### config.mk
export PLATFORM = sky130hd
export DESIGN_NAME = fifo_wr_arbiter_flat
export DESIGN_NICKNAME = d
export VERILOG_FILES = /design/src/rtl/fifo_arb_pkg.sv /design/src/rtl/fifo_wr_arbiter_if.sv /design/src/rtl/fifo_wr_arbiter_rr_pick.sv /design/src/rtl/fifo_wr_arbiter.sv /design/src/flat_wrapper.sv
export SDC_FILE = /design/constraint.sdc
export NUM_CORES = 1
export LEC_CHECK = 0
export ABC_AREA = 1
export BUFFER_PORTS_ARGS = -buffer_cell sky130_fd_sc_hd__clkbuf_2
export CORE_MARGIN = 4
export CORE_UTILIZATION = 51
export DETAILED_ROUTE_END_ITERATION = 6
export PLACE_DENSITY = 0.86
export SLEW_MARGIN = 30
export SYNTH_ARGS = -nofsm -noshare
export SYNTH_HDL_FRONTEND = slang
export SYNTH_SLANG_ARGS = --single-unit
### constraint.sdc
create_clock -name clk -period 2.3 [get_ports clk]
set_input_delay 0 -clock clk [delete_from_list [all_inputs] [get_ports clk]]
set_output_delay 0 -clock clk [all_outputs]
set_load 0.01 [all_outputs]
### src/rtl/fifo_arb_pkg.sv
// Shared types and helpers for the FIFO write-port arbiter.
package fifo_arb_pkg;

    typedef enum logic {
        IDLE = 1'b0,
        OWN  = 1'b1
    } arb_state_e;

    localparam int unsigned DW_DEFAULT = 4;
    localparam int unsigned FIFO_DEPTH = 8;

    // Encodes a one-hot vector of up to 8 requesters into an index.
    function automatic logic [2:0] onehot_to_idx(input logic [7:0] oh);
        logic [2:0] idx;
        idx = '0;
        for (int i = 0; i < 8; i++) begin
            if (oh[i]) begin
                idx = idx | 3'(i);
            end
        end
        return idx;
    endfunction

endpackage

### src/rtl/fifo_wr_arbiter_if.sv
// Producer/FIFO write-side bundle; master is the arbiter, slave is the surrounding logic.
interface fifo_wr_arbiter_if
    import fifo_arb_pkg::*;
#(
    parameter int unsigned NREQ = 4,
    parameter int unsigned DW   = DW_DEFAULT
);
    logic [NREQ-1:0]    req;
    logic [NREQ*DW-1:0] req_data;
    logic [NREQ-1:0]    gnt;
    logic [NREQ-1:0]    accept;
    logic               fifo_full;
    logic               fifo_wrt_en;
    logic [DW-1:0]      fifo_wrt;
    logic               busy;

    modport master (
        input  req, req_data, fifo_full,
        output gnt, accept, fifo_wrt_en, fifo_wrt, busy
    );

    modport slave (
        output req, req_data, fifo_full,
        input  gnt, accept, fifo_wrt_en, fifo_wrt, busy
    );
endinterface

### src/rtl/fifo_wr_arbiter_rr_pick.sv
// Round-robin picker: first active request after last_owner, wrapping around.
module rr_pick
    import fifo_arb_pkg::*;
#(
    parameter int unsigned NREQ = 4,
    parameter int unsigned IDXW = 2
) (
    input  logic [NREQ-1:0] req,
    input  logic [IDXW-1:0] last_owner,
    output logic [NREQ-1:0] pick,
    output logic            any
);
    logic            found;
    logic [IDXW-1:0] idx;

    always_comb begin
        pick  = '0;
        found = 1'b0;
        idx   = '0;
        for (int unsigned k = 1; k <= NREQ; k++) begin
            idx = IDXW'((32'(last_owner) + k) % NREQ);
            if (!found && req[idx]) begin
                pick[idx] = 1'b1;
                found     = 1'b1;
            end
        end
    end

    assign any = |req;

endmodule

### src/rtl/fifo_wr_arbiter.sv
// Round-robin write-port arbiter sharing one FIFO among NREQ producers with bounded bursts.
module fifo_wr_arbiter
    import fifo_arb_pkg::*;
#(
    parameter int unsigned NREQ      = 4,
    parameter int unsigned DW        = DW_DEFAULT,
    parameter int unsigned MAX_BURST = 4
) (
    input  logic             clk,
    input  logic             rst,
    fifo_wr_arbiter_if.master bus
);
    localparam int unsigned IDXW = (NREQ > 1) ? $clog2(NREQ) : 1;
    localparam int unsigned BW   = $clog2(MAX_BURST + 1);

    arb_state_e      state_q, state_d;
    logic [NREQ-1:0] gnt_q, gnt_d;
    logic            busy_q, busy_d;
    logic [BW-1:0]   burst_q, burst_d;
    logic [IDXW-1:0] last_q, last_d;

    logic [IDXW-1:0] owner;
    logic [IDXW-1:0] pick_from;
    logic [NREQ-1:0] pick;
    logic            any_req;
    logic            own_req;
    logic            wen;
    logic            release_c;
    logic [DW-1:0]   owner_data;

    assign owner = IDXW'(onehot_to_idx(8'(gnt_q)));

    // While owning, re-pick relative to the current owner so it becomes lowest priority.
    assign pick_from = (state_q == OWN) ? owner : last_q;

    rr_pick #(
        .NREQ (NREQ),
        .IDXW (IDXW)
    ) u_pick (
        .req        (bus.req),
        .last_owner (pick_from),
        .pick       (pick),
        .any        (any_req)
    );

    // Write-port datapath and release decision.
    always_comb begin
        owner_data = '0;
        for (int unsigned i = 0; i < NREQ; i++) begin
            if (gnt_q[i]) begin
                owner_data = bus.req_data[i*DW +: DW];
            end
        end
        own_req   = |(gnt_q & bus.req);
        wen       = (state_q == OWN) && own_req && !bus.fifo_full;
        release_c = (state_q == OWN) &&
                    (!own_req || (wen && (burst_q == BW'(MAX_BURST - 1))));

        bus.fifo_wrt_en = wen;
        bus.fifo_wrt    = wen ? owner_data : '0;
        bus.accept      = wen ? gnt_q : '0;
        bus.gnt         = gnt_q;
        bus.busy        = busy_q;
    end

    // Grant FSM next-state.
    always_comb begin
        state_d = state_q;
        gnt_d   = gnt_q;
        busy_d  = busy_q;
        burst_d = burst_q;
        last_d  = last_q;
        case (state_q)
            IDLE: begin
                if (any_req) begin
                    state_d = OWN;
                    gnt_d   = pick;
                    busy_d  = 1'b1;
                    burst_d = '0;
                end
            end
            OWN: begin
                if (release_c) begin
                    last_d  = owner;
                    burst_d = '0;
                    if (any_req) begin
                        gnt_d = pick;
                    end else begin
                        gnt_d   = '0;
                        state_d = IDLE;
                        busy_d  = 1'b0;
                    end
                end else if (wen) begin
                    burst_d = burst_q + BW'(1);
                end
            end
            default: begin
                state_d = IDLE;
                gnt_d   = '0;
                busy_d  = 1'b0;
                burst_d = '0;
            end
        endcase
    end

    always_ff @(posedge clk or posedge rst) begin
        if (rst) begin
            state_q <= IDLE;
            gnt_q   <= '0;
            busy_q  <= 1'b0;
            burst_q <= '0;
            last_q  <= IDXW'(NREQ - 1);
        end else begin
            state_q <= state_d;
            gnt_q   <= gnt_d;
            busy_q  <= busy_d;
            burst_q <= burst_d;
            last_q  <= last_d;
        end
    end

endmodule

### src/flat_wrapper.sv
// flat-port wrapper written by rule: the top's interface ports become plain ports
module fifo_wr_arbiter_flat import fifo_arb_pkg::*;
#(
    parameter int unsigned NREQ      = 4,
    parameter int unsigned DW        = DW_DEFAULT,
    parameter int unsigned MAX_BURST = 4
)
  (clk, rst, bus_req, bus_req_data, bus_fifo_full, bus_gnt, bus_accept, bus_fifo_wrt_en, bus_fifo_wrt, bus_busy);
  fifo_wr_arbiter_if #(.NREQ(NREQ), .DW(DW)) bus_i ();
  input  logic clk;
  input  logic rst;
  input wire logic [$bits(bus_i.req)-1:0] bus_req;
  input wire logic [$bits(bus_i.req_data)-1:0] bus_req_data;
  input wire logic [$bits(bus_i.fifo_full)-1:0] bus_fifo_full;
  output wire logic [$bits(bus_i.gnt)-1:0] bus_gnt;
  output wire logic [$bits(bus_i.accept)-1:0] bus_accept;
  output wire logic [$bits(bus_i.fifo_wrt_en)-1:0] bus_fifo_wrt_en;
  output wire logic [$bits(bus_i.fifo_wrt)-1:0] bus_fifo_wrt;
  output wire logic [$bits(bus_i.busy)-1:0] bus_busy;
  assign bus_i.req = bus_req;
  assign bus_i.req_data = bus_req_data;
  assign bus_i.fifo_full = bus_fifo_full;
  assign bus_gnt = bus_i.gnt;
  assign bus_accept = bus_i.accept;
  assign bus_fifo_wrt_en = bus_i.fifo_wrt_en;
  assign bus_fifo_wrt = bus_i.fifo_wrt;
  assign bus_busy = bus_i.busy;
  fifo_wr_arbiter #(.NREQ(NREQ), .DW(DW), .MAX_BURST(MAX_BURST)) u_core (.clk(clk), .rst(rst), .bus(bus_i));
endmodule
# Word-level counts from Yosys, hierarchy flattened
# Index checks and enable logic that the tools add are counted.
# totals
regBits	11
input_bits	23
elab_cells	99
# op_classes
addsub	5
n_lt_le_gt_ge	8
eq_ne	5
mux	48
bitwise	5
reduce_logical	23
# ops
operator	count
4-bit 2-to-1 mux	13
1-bit 2-to-1 mux	17
2-bit by 3-bit less-than comparator with 1-bit output (second input constant)	4
4-bit bitwise OR	3
1-bit logical AND	11
3-bit 2-to-1 mux	3
1-bit binary-select mux with 2-bit select	4
1-bit demux with 2-bit select	4
2-bit by 1-bit greater-or-equal comparator with 1-bit output (second input constant)	4
4-bit case mux with 2 select lines	1
4-bit OR reduction	2
2-bit 2-to-1 mux	3
3-bit case mux with 2 select lines	1
2-bit AND reduction	3
1-bit zero test	5
2-bit by 1-bit adder with 2-bit output (second input constant)	2
2-bit adder (second input constant)	2
4-bit AND	1
2-bit != test (second input constant)	2
1-bit case mux with 2 select lines	2
3-bit by 1-bit adder with 3-bit output (second input constant)	1
3-bit by 2-bit == test with 1-bit output (second input constant)	1
3-bit != test (second input constant)	1
3-bit AND reduction	1
3 further kinds	3

# Logic depth before layout (Yosys ltp)
# logic_depth
depth_word	20
ltp_mapped	14
depth_no_buf	13

# Hierarchy
# A second synthesis with hierarchy kept.
# hier_totals
cells_unflattened	183
hier_area_um2	1251.2
# modules_own_cells
mod	n_inst	cells_per_inst	area_per_inst_um2
fifo_wr_arbiter	1	107	823.3
rr_pick	1	76	427.9

# Worst setup path before layout
# Ideal clock, no wire load.
# synth_timing
kind	reg-to-reg
start	register u_core.gnt_q[3] (netlist: u_core.bus.gnt[3])
end	register u_core.gnt_q[1] (netlist: u_core.bus.gnt[1])
t_arrival_ns	1.793
slack_ns	0.390
stages_incl_launch_ff	13
cell_sequence	dfrtp_1 -> nor2_2 -> nand2_1 -> o21ai_2 -> ha_1 -> inv_1 -> nand3_2 -> nand2_4 -> nor2_8 -> nand3_1 -> nand3_1 -> nand2_1 -> nand2_1
# synth_via
elab_chain_cells	18
elab_cells_between_ends	64
# synth_lines
item	line_no	source
start, declared	fifo_wr_arbiter.sv:17	logic [NREQ-1:0] gnt_q, gnt_d;
start signal, assigned	fifo_wr_arbiter.sv:115	gnt_q <= gnt_d;
branches (longest 18 deep; another with 2-bit by 3-bit less-than comparator with 1-bit output)	n/a	
# Parallel ways; which one is timed is not known. The select of a mux whose other input is x is not followed.
# A chain may end at the register's enable or synchronous reset.

# Worst setup path in the final report
# layout_timing
start	register u_core.gnt_q[3] (netlist: u_core.bus.gnt[3])
end	register u_core.gnt_q[3] (netlist: u_core.bus.gnt[3])
# The elaborated chain is that of the path after synthesis.

==> flow_metrics.py <==
metrics = {
    "setup_path": {
        "worstPathRequired_ns": 2.51,
        "slowest_delay_ns": 0.52,
        "slowest_stage": "dfrtp_1",
        "cp_num_buf_inv": 1,
        "cpMostUsedCell": "nand2_4",
        "critPathLaunchType": "register",
        "crit_family": "simple AND/OR/NAND/NOR gates",
        "cp_cell_sequence": "nor2_4 -> nand2_4 -> nand2_4 -> ha_1 -> inv_1 -> nand3_2 -> nand2_4 -> nor2_2 -> nand3_1 -> nand3_1 -> nand2_1 -> nand2_1",
        "critPathMaxFanout": 10,
        "crit_type": "reg2reg",
        "cp.arrival_ns": 2.25,
        "cp-end-kind": "register",
    },
    "synthesis": {
        "synthesis.nets": 197,
        "synthCells": 165,
        "yosys_register_bits": 11,
        "synth_area_leader_cell": "dfrtp_1",
        "avgSynthCellArea_um2": 7.45,
        "synth-async-reset-ratio": 1.00,
        "ys.warnings.count": 0,
        "ys_seq_area_frac": 0.226,
        "syn-cell-area_mm2": 0.00123,
        "synth_top_area_frac": 0.183,
        "synthTopCellsByArea": "dfrtp_1 18%, nand3_1 12%, nand2_1 11%, ha_1 9.2%, nand2_4 7.3%",
        "synth-edff-count": 0,
        "synth_cell_type_count": 28,
        "ys.flop_type": "dfrtp_1",
    },
    "routing": {
        "ant_nets": 0,
        "detail_route.wl_per_cell_um": 13.0,
        "detail_route.vias_per_cell": 5.50,
        "vias": 1287,
        "drt-initial-drc-count": 72,
        "drc": 0,
        "drt-total-wl_um": 3050,
        "drtPass1Iterations": 4,
    },
    "die": {
        "ioPinCount": 37,
        "initial_core_util": 0.545,
        "die_h_um": 57.1,
        "die_w_um": 57.1,
        "num_rows": 17,
        "die_area_mm2": 0.00326,
        "core_area_mm2": 0.00225,
    },
    "finish": {
        "layout_common_cells": "36 x nand2_1, 36 x clkbuf_2, 29 x nand3_1",
        "fill_cells": 182,
        "syn2layout_area_growth_pct": 20.0,
        "antenna-diode-count": 0,
        "drive_above_1_share": 0.369,
        "finalNetCount": 239,
    },
    "sta": {
        "max_freq_mhz": 490,
        "fin_worst_skew_ns": 0.00870,
        "maxSlewHeadroom": 0.720,
        "drv_slew": 0,
        "whs_ns": 0.0823,
        "tightest_slew_ns": 0.420,
        "hold_viol": 0,
        "fin_setup_tns_ns": 0,
        "min_period_over_period": 0.887,
        "min_period_ns": 2.04,
        "rsz0062_at_grt": "no",
        "finalSetupViolCount": 0,
    },
    "clocking": {
        "htree_levels": 1,
        "cts_buffers": 3,
        "cts.sinks": 11,
        "path_clk_slew_ns": 0.06,
        "clockBufferDepth": 2,
        "cts_tree": "done",
        "clock_latency_ns": 0.27,
        "cts-root-buf": "clkbuf_4",
        "post_cts_buffers": 0,
    },
    "power_and_ir_drop": {
        "p_int_mw": 0.811,
        "peakVddDrop_uv": 592,
        "p_clk_frac": 0.072,
        "p_seq_frac": 0.181,
        "leakagePower_nw": 0.787,
        "p_sw_frac": 0.554,
        "power.switching_mw": 1.01,
        "combPwrFrac": 0.747,
        "powerDensity_mw_per_mm2": 1240,
        "p_total_mw": 1.82,
    },
    "outcome": {
        "status": "finished clean",
    },
    "flow_run": {
        "drv_cap": 0,
    },
    "place": {
        "port_buffers": 36,
        "gp_congestion": 0.911,
        "dpl.hpwl_um": 2510,
    },
    "hold_path": {
        "hp-class": "in2reg",
    },
    "global_route": {
        "grt_pass1_wl_um": 5150,
        "grt.total_usage": 0.196,
        "overflow": 0,
        "grt_max_degree": 12,
        "grt_pass1_vias": 1208,
        "antenna_found_initial": 0,
    },
}
[stage by stage]
step	utilization	cells	setup slack [ns]	cell area, um^2
2_1_floorplan	-	165	0.390	1230
3_3_place_gp	0.637	229	0.300	1440
3_5_place_dp	0.637	229	0.201	1440
4_1_cts	0.653	234	0.189	1470
5_1_grt	0.654	234	0.106	1470
6_report	0.654	234	0.260	1470
[layout make-up]
class | instances | area [um^2] | share of cell area
clock buffers | 4 | 26.3 | 0.0178
well taps | 28 | 35.0 | 0.0238
repair buffers | 39 | 205 | 0.139
multi-input cells | 130 | 841 | 0.570
inverters | 22 | 87.6 | 0.0594
flip-flops and latches | 11 | 279 | 0.189
[worst paths after layout]
path / from / to / slack (ns) / depth (start not counted)
setup / recovery: u_core.bus.gnt[3] / u_core.bus.gnt[3] / 0.26 / 12
hold / removal: bus_fifo_full / u_core.burst_q[1] / 0.08 / 4
setup reg to reg: u_core.bus.gnt[3] / u_core.bus.gnt[3] / 0.26 / 12
hold reg to reg: u_core.last_q[0] / u_core.last_q[0] / 0.52 / 2
max in group asynchronous: rst / u_core.last_q[0] / 1.73 / 3
min in group asynchronous: rst / u_core.bus.gnt[0] / 0.24 / 3
[routing by layer]
metal / GRT usage / vias to the layer above / share of wire
li1: - / 644 / -
met1: 0.248 / 587 / 0.44
met2: 0.334 / 52 / 0.47
met3: 0.0339 / 4 / 0.076
met4: 0.0695 / 0 / 0.012
met5: 0 / - / 0
[power groups by stage]
stage | sequential, mW | clock, mW | combinational [mW]
floorplan | 0.327 | 0 | 1.06
global placement | 0.329 | 0 | 1.30
detailed placement | 0.331 | 0 | 1.35
CTS | 0.328 | 0.136 | 1.36
global route | 0.336 | 0.148 | 1.52
finish | 0.329 | 0.132 | 1.36
[state kept, by name, summed over array words and instances (netlist names)]
name and cells:
u_core.burst_q 3, u_core.bus.gnt 4, u_core.bus.busy 1, u_core.state_q 1, u_core.last_q 2
[worst min-delay path, delay by kind of cell]
kind                   cells  cell delay, ns
AOI/OAI and AO/OA          2            0.14
buffers and inverters      1            0.10
and+or+nand+nor            1            0.07
[timing repair]
action | CTS | global route
resized for setup | 0 | 1
hold buffers | 1 | 0
hold endpoints to repair | 9 | 0
setup endpoints to repair | 0 | 2
[synth_stat cells, types with 2 or more instances]
master / count
dfstp_2: 2
ha_1: 9
nor2_2: 3
nand3_2: 7
a221oi_1: 3
o21ai_1: 2
nand2_4: 8
nor3_1: 3
dfrtp_1: 9
o21ai_2: 2
o22ai_1: 7
nand2_2: 2
o21ai_0: 3
nand3_1: 29
nor2_1: 8
buf_6: 2
inv_1: 17
inv_2: 4
nand2_1: 36
[cell families (layout without fill, tap and decap cells)]
kind of cell             Yosys count  count (layout)  synth area share
multiplexers                       1               1           0.00815
AO/OA/AOI/OAI                     19              19             0.111
flip-flops                        11              11             0.226
buffers and inverters             24              65            0.0896
adder cells (fa/ha/maj)           10              10            0.0998
AND/OR/NAND/NOR                  100             100             0.465
No activity file was read; power rests on OpenSTA's default activity.
